===== config.mk =====
export PLATFORM = sky130hd
export DESIGN_NAME = uart_rx
export DESIGN_NICKNAME = d
export VERILOG_FILES = /design/src/rtl/uart_rx.sv
export SDC_FILE = /design/constraint.sdc
export NUM_CORES = 1
export LEC_CHECK = 0
export CAP_MARGIN = 20
export CORE_UTILIZATION = 50
export CTS_BUF_LIST = sky130_fd_sc_hd__clkbuf_4 sky130_fd_sc_hd__clkbuf_8
export CTS_CLUSTER_SIZE = 25
export DETAILED_ROUTE_END_ITERATION = 16
export MAX_ROUTING_LAYER = met4
export PLACE_DENSITY = 0.73
export SKIP_CTS_REPAIR_TIMING = 1
export SLEW_MARGIN = 20
export SYNTH_ARGS = -nofsm -noshare
export SYNTH_HDL_FRONTEND = slang
export SYNTH_SLANG_ARGS = --single-unit

===== constraint.sdc =====
create_clock -name CLK -period 3.95 [get_ports CLK]
set_clock_uncertainty 0.05 [all_clocks]
set_input_delay 0.9875 -clock CLK [delete_from_list [all_inputs] [get_ports CLK]]
set_output_delay 0.9875 -clock CLK [all_outputs]
set_load 0.02 [all_outputs]

===== src/rtl/uart_rx.sv =====
// 8N1 UART receiver: 2-flop synchroniser, 16x-oversampled mid-bit sampling with
// start-bit validation, ready/ack byte handoff, framing-error pulse, sticky overrun.
module uart_rx #(
    parameter int OVERSAMPLE = 16,
    parameter int CNT_W      = 4
) (
    input  logic       CLK,
    input  logic       RSTb,
    input  logic       RX,
    input  logic       tick16,
    input  logic       rd_ack,
    output logic [7:0] data,
    output logic       data_ready,
    output logic       frame_err,
    output logic       overrun,
    output logic       busy
);

    typedef enum logic [2:0] {
        IDLE  = 3'd0,
        START = 3'd1,
        DATA  = 3'd2,
        STOP  = 3'd3,
        BRK   = 3'd4
    } state_t;

    localparam logic [CNT_W-1:0] HALF = CNT_W'(OVERSAMPLE / 2 - 1);
    localparam logic [CNT_W-1:0] LAST = CNT_W'(OVERSAMPLE - 1);

    state_t           state;
    logic             rx_m;
    logic             rx_s;
    logic [CNT_W-1:0] scnt;
    logic [2:0]       bcnt;
    logic [7:0]       shreg;

    always_ff @(posedge CLK) begin
        if (!RSTb) begin
            state      <= IDLE;
            rx_m       <= 1'b1;
            rx_s       <= 1'b1;
            scnt       <= '0;
            bcnt       <= '0;
            shreg      <= '0;
            data       <= 8'h00;
            data_ready <= 1'b0;
            frame_err  <= 1'b0;
            overrun    <= 1'b0;
            busy       <= 1'b0;
        end else begin
            rx_m      <= RX;
            rx_s      <= rx_m;
            frame_err <= 1'b0;

            // An ack releases the held byte; a commit in the same cycle overrides below.
            if (rd_ack && data_ready) begin
                data_ready <= 1'b0;
                overrun    <= 1'b0;
            end

            case (state)
                IDLE: begin
                    if (!rx_s) begin
                        state <= START;
                        scnt  <= '0;
                        busy  <= 1'b1;
                    end
                end
                START: begin
                    if (tick16) begin
                        if (scnt == HALF) begin
                            scnt <= '0;
                            if (!rx_s) begin
                                state <= DATA;
                                bcnt  <= '0;
                            end else begin
                                state <= IDLE;
                                busy  <= 1'b0;
                            end
                        end else begin
                            scnt <= scnt + 1'b1;
                        end
                    end
                end
                DATA: begin
                    if (tick16) begin
                        if (scnt == LAST) begin
                            scnt  <= '0;
                            shreg <= {rx_s, shreg[7:1]};
                            bcnt  <= bcnt + 1'b1;
                            if (bcnt == 3'd7)
                                state <= STOP;
                        end else begin
                            scnt <= scnt + 1'b1;
                        end
                    end
                end
                STOP: begin
                    if (tick16) begin
                        if (scnt == LAST) begin
                            scnt <= '0;
                            if (rx_s) begin
                                data       <= shreg;
                                data_ready <= 1'b1;
                                overrun    <= overrun | (data_ready & ~rd_ack);
                                state      <= IDLE;
                                busy       <= 1'b0;
                            end else begin
                                frame_err <= 1'b1;
                                state     <= BRK;
                            end
                        end else begin
                            scnt <= scnt + 1'b1;
                        end
                    end
                end
                BRK: begin
                    // A held-low line reports once, then waits for idle.
                    if (rx_s) begin
                        state <= IDLE;
                        busy  <= 1'b0;
                    end
                end
                default: begin
                    state <= IDLE;
                    busy  <= 1'b0;
                end
            endcase
        end
    end

endmodule


==> flow_metrics.env <==
export IMPL_status="finished clean"
export IMPL_gp_congestion=0.8109
export IMPL_cts_buffers=5
export IMPL_clock_latency_ns=0.32
export IMPL_dp_cells=194
export IMPL_drv_slew=0
export IMPL_core_um2=2781
export IMPL_gr_total_overflow=0
export IMPL_grt_pass1_vias=991
export IMPL_synthArstFlopShare_pct=0
export IMPL_synthCells=155
export IMPL_viasPerCell=5.510
export IMPL_start_util_pct=53.53
export IMPL_ys_seq_elements=32
export IMPL_antenna_found_initial=0
export IMPL_yosysTopAreaCellShare_pct=43.03
export IMPL_syn_to_final_growth_pct=13.53
export IMPL_yosysWarnings=0
export IMPL_synth_most_common_cell="dfxtp_1"
export IMPL_h_tree_depth=2
export IMPL_cts_tree="built"
export IMPL_tightest_slew_ns=0.4551
export IMPL_cp_data_required_time_ns=2.91
export IMPL_die_h_um=56.57
export IMPL_grt_max_degree=41
export IMPL_drt_iter0_drc=38
export IMPL_synth_area_um2=1489
export IMPL_drt_total_wl_um=2668
export IMPL_synth_edf_count=0
export IMPL_die_w_um=56.57
export IMPL_clock_sinks=32
export IMPL_crit_chain="clkdlybuf4s50_1"
export IMPL_layout_cells_non_filler=202
export IMPL_slowest_delay_ns=0.61
export IMPL_synthesis_nets=163
export IMPL_power_leakage_nw=0.5569
export IMPL_setup_viol=0
export IMPL_ios=17
export IMPL_slew_headroom_pct=69.62
export IMPL_routedWlPerCell_um=13.21
export IMPL_grt_pass1_wl_um=4450
export IMPL_hp_class="reg2reg"
export IMPL_drv_cap=0
export IMPL_ys_types=41
export IMPL_portBuffers=16
export IMPL_synth_seq_area_share_pct=43.03
export IMPL_drc_errors=0
export IMPL_synth_common_cells="32 x dfxtp_1, 17 x nand2_1, 16 x nor2b_1"
export IMPL_drive_gt1_share_pct=9.942
export IMPL_num_vias=1113
export IMPL_synth_area_leader_cell="dfxtp_1"
export IMPL_ys_flop_type="dfxtp_1"
export IMPL_clock_path_buffers=2
export IMPL_rsz0062_at_grt="no"
export IMPL_firstDrtPassIters=4
export IMPL_final_antenna_net_count=0
export IMPL_die_area_um2=3200
export IMPL_critPathBufInv=1
export IMPL_antennaDiodeCount=0
export IMPL_vdd_ir_drop_max_mv=0.4656
export IMPL_hpwl_um=1864
export IMPL_ys_top_cells_by_area="dfxtp_1 43%, mux2i_1 6.7%, nor2b_1 6.7%"
export IMPL_fin_crit_ns=2.338
export IMPL_cp_top_family="buffers and inverters"
export IMPL_grt_usage_pct=18.25
export IMPL_cts_root_buf="clkbuf_4"
export IMPL_slowest_stage="clkdlybuf4s50_1"
export IMPL_p_per_area_nw_per_um2=359.1
export IMPL_critPathMaxFanout=3
export IMPL_finalNetCount=178
export IMPL_tns_ns=0
export IMPL_hold_viol=0
export IMPL_timing_fmax_mhz=427.7
export IMPL_rows=19
export IMPL_clkTransAtPathRegs_ns=0.11
export IMPL_avgSynthCellArea_um2=9.606
export IMPL_end_kind="output port"
export IMPL_arrival_ns=1.30
export IMPL_path_class="reg2out"
export IMPL_finalCritPeriodShare_pct=59.19
export IMPL_crit_path_start_kind="flop"
## placed cells by master, fill, tap and decap left out, types with 2 or more instances in the layout
| master | n |
|---|---|
| a21boi_0 | 2 |
| a21oi_1 | 4 |
| a22oi_1 | 2 |
| a31oi_1 | 4 |
| and3_1 | 2 |
| clkbuf_4 | 6 |
| clkdlybuf4s50_1 | 16 |
| dfxtp_1 | 32 |
| ha_1 | 3 |
| inv_1 | 4 |
| mux2i_1 | 10 |
| nand2_1 | 17 |
| nand2b_1 | 5 |
| nand3_1 | 11 |
| nand4_1 | 2 |
| nor2_1 | 2 |
| nor2b_1 | 16 |
| o21ai_0 | 11 |
## path summary, 6_finish.rpt
| path | startpoint | end | slack, ns | cells after the start |
|---|---|---|---|---|
| setup / recovery | busy | busy | 1.61 | 1 |
| hold / removal | rx_m | rx_s | 0.37 | 1 |
| setup reg to reg | scnt[0] | shreg[0] | 2.16 | 5 |
| hold reg to reg | rx_m | rx_s | 0.37 | 1 |
## final cells by class
type | instances | area [um2]
multi-input combinational | 110 | 748.2
sequential | 32 | 640.6
timing repair buffer | 17 | 167.7
tap | 31 | 38.79
fill | 230 | 1091
clock inverter | 2 | 35.03
clock buffer | 6 | 45.04
inverter | 4 | 15.01
## cell families after synthesis
group	after synthesis	synth area share, %
flops	32	43.02
simple gates	65	25.71
buf+inv	13	6.723
mux	10	6.723
xor+xnor	1	0.5883
compound gates	31	14.71
fa+ha+maj	3	2.521
## flip-flops by register name, summed over array words and instances, names as in the netlist
name / cells
scnt: 4
data: 8
shreg: 8
rx_s: 1
rx_m: 1
busy: 1
overrun: 1
bcnt: 3
frame_err: 1
state: 3
data_ready: 1
## power breakdown
part	switching (W)	internal, W	total (W)	leakage [nW]
clock network	0.000112	0.000140	0.000251	0.0456
registers	0.00000371	0.000325	0.000328	0.258
logic	0.0000138	0.0000138	0.0000276	0.253
total	0.000129	0.000478	0.000607	0.557
## metal layers
metal	up-vias	share of wire (%)	global-route usage (%)
met3	6	3.5	5.069
met5	-	0	-
met1	511	49	23.02
li1	576	-	-
met4	0	1.2	9.408
met2	20	46	26.55
## per-stage QoR
| step | hold WS, ns | setup slack (ns) | instance area, um2 | utilization [%] | total power (W) |
|---|---|---|---|---|---|
| floorplan | 0.3363 | 2.042 | 1489 | - | 0.0003554 |
| global placement | 0.3420 | 1.378 | 1610 | 57.89 | 0.0003625 |
| detailed placement | 0.3522 | 1.330 | 1610 | 57.89 | 0.0003634 |
| CTS | 0.3772 | 1.597 | 1690 | 60.77 | 0.0006107 |
| global route | 0.4142 | 1.557 | 1690 | 60.77 | 0.0006270 |
| finish | 0.3713 | 1.612 | 1690 | 60.77 | 0.0006071 |
No activity file was read; power rests on OpenSTA's default activity.
